### config.mk
export PLATFORM = sky130hd
export DESIGN_NAME = rvvi_trace_emitter
export DESIGN_NICKNAME = d
export VERILOG_FILES = /design/src/rtl/rvvi_trace_emitter.sv
export SDC_FILE = /design/constraint.sdc
export NUM_CORES = 2
export LEC_CHECK = 0
export CAP_MARGIN = 10
export CORE_UTILIZATION = 25
export DETAILED_ROUTE_END_ITERATION = 6
export PLACE_DENSITY_LB_ADDON = 0.2
export SYNTH_ARGS = -nofsm -noshare
export SYNTH_HDL_FRONTEND = slang
export SYNTH_SLANG_ARGS = --single-unit
### constraint.sdc
create_clock -name clk -period 6.5 [get_ports clk]
set_input_delay 1.3 -clock clk [delete_from_list [all_inputs] [get_ports clk]]
set_output_delay 1.3 -clock clk [all_outputs]
set_load 0.005 [all_outputs]
### src/rtl/rvvi_trace_emitter.sv
// rvvi_trace_emitter
// Producer end of an RVVI trace port for a single hart. Retirement events
// from writeback are queued in a DEPTH-entry FIFO, stamped with a gap-free
// 64-bit order number on pop, and presented with a shadow X register file
// that already includes the head event's own register write.
//
// Optional feature macro: RVVI_EMIT_CSR_EN
//   defined   -> in_csr_* / csr_* ports exist and one CSR write per event is
//                carried through the FIFO
//   undefined -> no CSR ports or storage
//
// Handshake: a transfer happens on a clk edge where valid and ready are both
// high (in_valid/in_ready upstream, valid/trace_ready downstream). A source
// keeps its payload stable while valid is high and ready is low. in_ready
// depends only on FIFO occupancy, never on trace_ready.
module rvvi_trace_emitter #(
  parameter int XLEN     = 32,
  parameter int ILEN     = 32,
  parameter int NUM_REGS = 32,
  parameter int DEPTH    = 4
) (
  input  logic                     clk,
  input  logic                     reset_n,
  // writeback side
  input  logic                     in_valid,
  output logic                     in_ready,
  input  logic [ILEN-1:0]          in_insn,
  input  logic [XLEN-1:0]          in_pc,
  input  logic [XLEN-1:0]          in_pc_next,
  input  logic                     in_trap,
  input  logic [1:0]               in_mode,
  input  logic [4:0]               in_rd,
  input  logic                     in_rd_we,
  input  logic [XLEN-1:0]          in_rd_data,
`ifdef RVVI_EMIT_CSR_EN
  input  logic                     in_csr_we,
  input  logic [11:0]              in_csr_addr,
  input  logic [XLEN-1:0]          in_csr_data,
`endif
  // trace side
  output logic                     valid,
  input  logic                     trace_ready,
  output logic [63:0]              order,
  output logic [ILEN-1:0]          insn,
  output logic [XLEN-1:0]          pc_rdata,
  output logic [XLEN-1:0]          pc_wdata,
  output logic                     trap,
  output logic [1:0]               mode,
  output logic [NUM_REGS*XLEN-1:0] x_wdata,
  output logic [NUM_REGS-1:0]      x_wb,
`ifdef RVVI_EMIT_CSR_EN
  output logic                     csr_wb,
  output logic [11:0]              csr_addr,
  output logic [XLEN-1:0]          csr_wdata,
`endif
  output logic                     rd_err
);

  localparam int PW = $clog2(DEPTH);
  localparam int CW = PW + 1;

  // FIFO storage, one array per field
  logic [ILEN-1:0] mem_insn    [DEPTH];
  logic [XLEN-1:0] mem_pc      [DEPTH];
  logic [XLEN-1:0] mem_pc_next [DEPTH];
  logic            mem_trap    [DEPTH];
  logic [1:0]      mem_mode    [DEPTH];
  logic [4:0]      mem_rd      [DEPTH];
  logic            mem_rd_we   [DEPTH];
  logic [XLEN-1:0] mem_rd_data [DEPTH];
`ifdef RVVI_EMIT_CSR_EN
  logic            mem_csr_we   [DEPTH];
  logic [11:0]     mem_csr_addr [DEPTH];
  logic [XLEN-1:0] mem_csr_data [DEPTH];
`endif

  logic [PW-1:0]   wr_ptr;
  logic [PW-1:0]   rd_ptr;
  logic [CW-1:0]   count;
  logic [63:0]     order_q;
  logic            rd_err_q;
  logic [XLEN-1:0] x_q [NUM_REGS];

  logic            push;
  logic            pop;
  logic [4:0]      head_rd;
  logic            head_rd_we;
  logic [XLEN-1:0] head_rd_data;
  logic            head_apply;
  logic            in_rd_bad;

  assign in_ready = (count < CW'(DEPTH));
  assign valid    = (count != '0);
  assign push     = in_valid && in_ready;
  assign pop      = valid && trace_ready;

  assign head_rd      = mem_rd[rd_ptr];
  assign head_rd_we   = mem_rd_we[rd_ptr];
  assign head_rd_data = mem_rd_data[rd_ptr];

  // A head write lands in the shadow file only for a real, in-range, non-x0 target
  assign head_apply = valid && head_rd_we && (head_rd != 5'd0) &&
                      ({1'b0, head_rd} < 6'(NUM_REGS));
  assign in_rd_bad  = in_rd_we && ({1'b0, in_rd} >= 6'(NUM_REGS));

  // Write the accepted event into the tail slot (payload needs no reset)
  always_ff @(posedge clk) begin
    if (push) begin
      mem_insn[wr_ptr]    <= in_insn;
      mem_pc[wr_ptr]      <= in_pc;
      mem_pc_next[wr_ptr] <= in_pc_next;
      mem_trap[wr_ptr]    <= in_trap;
      mem_mode[wr_ptr]    <= in_mode;
      mem_rd[wr_ptr]      <= in_rd;
      mem_rd_we[wr_ptr]   <= in_rd_we;
      mem_rd_data[wr_ptr] <= in_rd_data;
`ifdef RVVI_EMIT_CSR_EN
      mem_csr_we[wr_ptr]   <= in_csr_we;
      mem_csr_addr[wr_ptr] <= in_csr_addr;
      mem_csr_data[wr_ptr] <= in_csr_data;
`endif
    end
  end

  // Pointers, occupancy, order number and sticky error flag
  always_ff @(posedge clk) begin
    if (!reset_n) begin
      wr_ptr   <= '0;
      rd_ptr   <= '0;
      count    <= '0;
      order_q  <= '0;
      rd_err_q <= 1'b0;
    end else begin
      if (push) wr_ptr <= wr_ptr + PW'(1);
      if (pop) begin
        rd_ptr  <= rd_ptr + PW'(1);
        order_q <= order_q + 64'd1;
      end
      case ({push, pop})
        2'b10:   count <= count + CW'(1);
        2'b01:   count <= count - CW'(1);
        default: count <= count;
      endcase
      if (push && in_rd_bad) rd_err_q <= 1'b1;
    end
  end

  // Shadow X register file: commit the head write when the event is consumed
  always_ff @(posedge clk) begin
    if (!reset_n) begin
      for (int i = 0; i < NUM_REGS; i++) x_q[i] <= '0;
    end else if (pop && head_apply) begin
      for (int i = 0; i < NUM_REGS; i++) begin
        if (head_rd == 5'(i)) x_q[i] <= head_rd_data;
      end
    end
  end

  // Presented register file merges the head's own write over the shadow copy
  always_comb begin
    x_wb    = '0;
    x_wdata = '0;
    for (int i = 0; i < NUM_REGS; i++) begin
      x_wb[i] = head_apply && (head_rd == 5'(i));
      x_wdata[i*XLEN +: XLEN] = (head_apply && (head_rd == 5'(i))) ?
                                head_rd_data : x_q[i];
    end
  end

  assign order    = order_q;
  assign rd_err   = rd_err_q;
  assign insn     = mem_insn[rd_ptr];
  assign pc_rdata = mem_pc[rd_ptr];
  assign pc_wdata = mem_pc_next[rd_ptr];
  assign trap     = mem_trap[rd_ptr];
  assign mode     = mem_mode[rd_ptr];

`ifdef RVVI_EMIT_CSR_EN
  assign csr_wb    = valid && mem_csr_we[rd_ptr];
  assign csr_addr  = mem_csr_addr[rd_ptr];
  assign csr_wdata = mem_csr_data[rd_ptr];
`endif

endmodule
==> qor.yml <==
floorplan:
  die_w_microns: 529
  core_area_sq_um: 275000
  dieHeight_microns: 529
  num_rows: 192
  die_area_sq_um: 279000
  ios: 1363
  start_util_pct: 25.2
finish:
  stdcell_count: 9456
  layout_common_cells: "edfxtp_1 (1572), clkdlybuf4s50_1 (1359), mux2_2 (960)"
  drive_gt1_share_pct: 28.3
  nets: 5741
  final_common_cell: "edfxtp_1"
  fillers: 26604
  syn_to_final_growth_pct: 35.8
worst_setup_path:
  required_ns: 5.20
  reg2reg_depth: 5
  criticalPathCategory: "register to primary output"
  crit_slowest_cell: "or2_2"
  r2r_end: "x_q[0][835]"
  slowest_delay_ns: 1.02
  end_kind: "primary output"
  crit_buf_inv: 2
  setup.worst_path.start_class: "register"
  critPathTopFamily: "simple AND/OR/NAND/NOR gates"
  critPathMaxFanout: 33
  crit_chain: "nor3_1 -> inv_1 -> nand2b_1 -> or2_2 -> mux2_2 -> clkdlybuf4s50_1"
  arrival_ns: 5.16
  crit_cells: 6
  reg2reg_setup_slack_ns: 1.91
min_path:
  hold_class: "register to register"
  whs_endpoint: "order[63]"
  holdPathStages: 2
  hold_path.startpoint: "order[63]"
synthesis:
  synth_cell_type_count: 42
  synth_area_per_cell_sq_um: 16.4
  synth_warnings: 0
  synth-seq-area-share_pct: 70.2
  synthCells: 4216
  synth-xor-area-share_pct: 0.417
  synth_top_area_share_pct: 68.1
  synth_area_leaders: "edfxtp_1 (68%), mux2_2 (16%), mux4_2 (4.5%)"
  synth_top_family_by_area: "multiplexers"
  synth_seq_cells: 1645
  yosys.area.top_type: "edfxtp_1"
  syn-cell-area_sq_um: 69300
  synth-edff-count: 1572
  synth.mux.area_fraction_pct: 20.6
  async_flop_share_pct: 0
  synth-simple-area-share_pct: 5.33
  synthAdderAreaFrac_pct: 0.137
  synthFlopType: "edfxtp_1"
  synth-compound-area-share_pct: 0.672
sta:
  min_period_ns: 6.46
  fin_crit_sh_pct: 99.4
  rsz0062_at_grt: "true"
  hold_violations: 0
  finalSetupViolCount: 0
  finalMaxSlewViolations: 0
  relSlewSlack_pct: 12.0
  finClkSkew_ns: 0.0685
  max_freq_mhz: 155
  worst_pin_slew_ns: 1.32
  fin_setup_tns_ns: 0
clock_network:
  numClockSinks: 1645
  h-tree-depth: 4
  cts_setup_buffers: 0
  clk_latency_ns: 0.91
  cts_tree: "yes"
  cts_root_buffer: "clkbuf_16"
  cts_hold_buf: 0
  cts_buffer_depth: 4
  cts_resized: 0
  cts_made_buffers: 196
  clk_pin_slew_ns: 0.06
routing:
  dr.pass1.iters: 5
  drc: 0
  vias_per_cell: 4.74
  ant_nets: 0
  dr_total_vias: 44809
  dr.first_iter.drc_count: 3755
  routedWlPerCell_microns: 34.7
  totalWireLength_microns: 328000
placement:
  gp_congestion: 0.830
  port_buffers: 1360
  placed_cells: 9081
  dp_hpwl_microns: 227000
power:
  powerDensity_nw_per_um2: 359
  totalPowerFinal_uw: 33800
  peakVddDrop_mv: 0.265
  p_leak_uw: 0.0320
grt:
  grt_util_all_layers_pct: 22.7
  grt_pass1_wl_microns: 428000
  grt_max_degree: 109
  antenna_found_initial: 72
  gr-total-overflow: 0
  grt_pass1_vias: 44468
status:
  status: "completed"
run:
  drv_cap: 0
-- cell usage after synthesis (9+ instances only) --
library cell  number
a21oi_1           38
buf_1             16
buf_2            125
clkbuf_1         234
dfxtp_1           73
edfxtp_1        1572
inv_1             57
mux2_1            32
mux2_2           960
mux4_2           137
nand2_1           97
nand3_1           41
nand4_1           27
nor2_1           603
nor2_2            10
nor4_1             9
o21ai_0           43
or2_1             10
or3_1             28
xor2_1            25
-- metal layers --
metal	GRT usage, %	share of wire (%)
met5	0	0.11
met4	9.34	4.7
met3	7.35	8.9
met2	37.9	48
met1	26.8	38
-- stage by stage --
stage,cell area (sq um),utilization [%],setup slack [ns],hold slack (ns)
finish,94200,34.3,0.0417,0.497
CTS,94100,34.3,-0.127,0.500
global placement,87900,32.0,0.764,0.473
global route,94100,34.3,-0.226,0.532
floorplan,69400,-,1.17,0.474
detailed placement,88000,32.0,0.846,0.489
-- report_power, final --
| part | internal [uW] | switching [uW] | total (uW) |
|---|---|---|---|
| clock network | 6150 | 4660 | 10800 |
| registers | 13000 | 293 | 13300 |
| logic | 3560 | 6190 | 9740 |
-- state kept, by name, indices dropped and copies added, names as in the netlist, named ones only --
signal	count
order	64
mem_mode	8
mem_rd	20
mem_pc	128
mem_rd_data	128
wr_ptr	2
rd_ptr	2
count	3
mem_trap	4
x_q	1024
mem_rd_we	4
mem_pc_next	128
mem_insn	128
-- logic make-up after synthesis --
kind of cell,Yosys count
AO/OA/AOI/OAI,89
XOR/XNOR,33
adder cells (fa/ha/maj),7
buffers and inverters,439
flip-flops,1645
multiplexers,1129
other,1
AND/OR/NAND/NOR,873
-- layout make-up --
class / count / area, sq um / share of cell area, %
multi-input combinational: 2165 / 19400 / 20.6
inverter: 58 / 219 / 0.233
sequential: 1645 / 48700 / 51.7
antenna: 13 / 32.5 / 0.0345
clock inverter: 105 / 956 / 1.02
clock buffer: 257 / 5220 / 5.54
tap: 3686 / 4610 / 4.90
timing repair buffer: 1527 / 15100 / 16.0
-- worst min-delay path: stages, from the launching register on --
cell and delay (ns):
dfxtp_1 0.32, o21ai_0 0.07, a21oi_1 0.06
-- worst max path at each step --
stage	start	end	slack, ns
3_5_place_dp	count[2]	x_wdata[266]	0.85
4_1_cts	count[2]	x_wdata[266]	-0.13
6_report	count[2]	x_wdata[266]	0.04
5_1_grt	count[2]	x_wdata[266]	-0.23
3_3_place_gp	count[2]	x_wdata[86]	0.76
2_1_floorplan	in_valid	mem_insn[0][0]	1.17
Power figures use the tool's default switching activity.
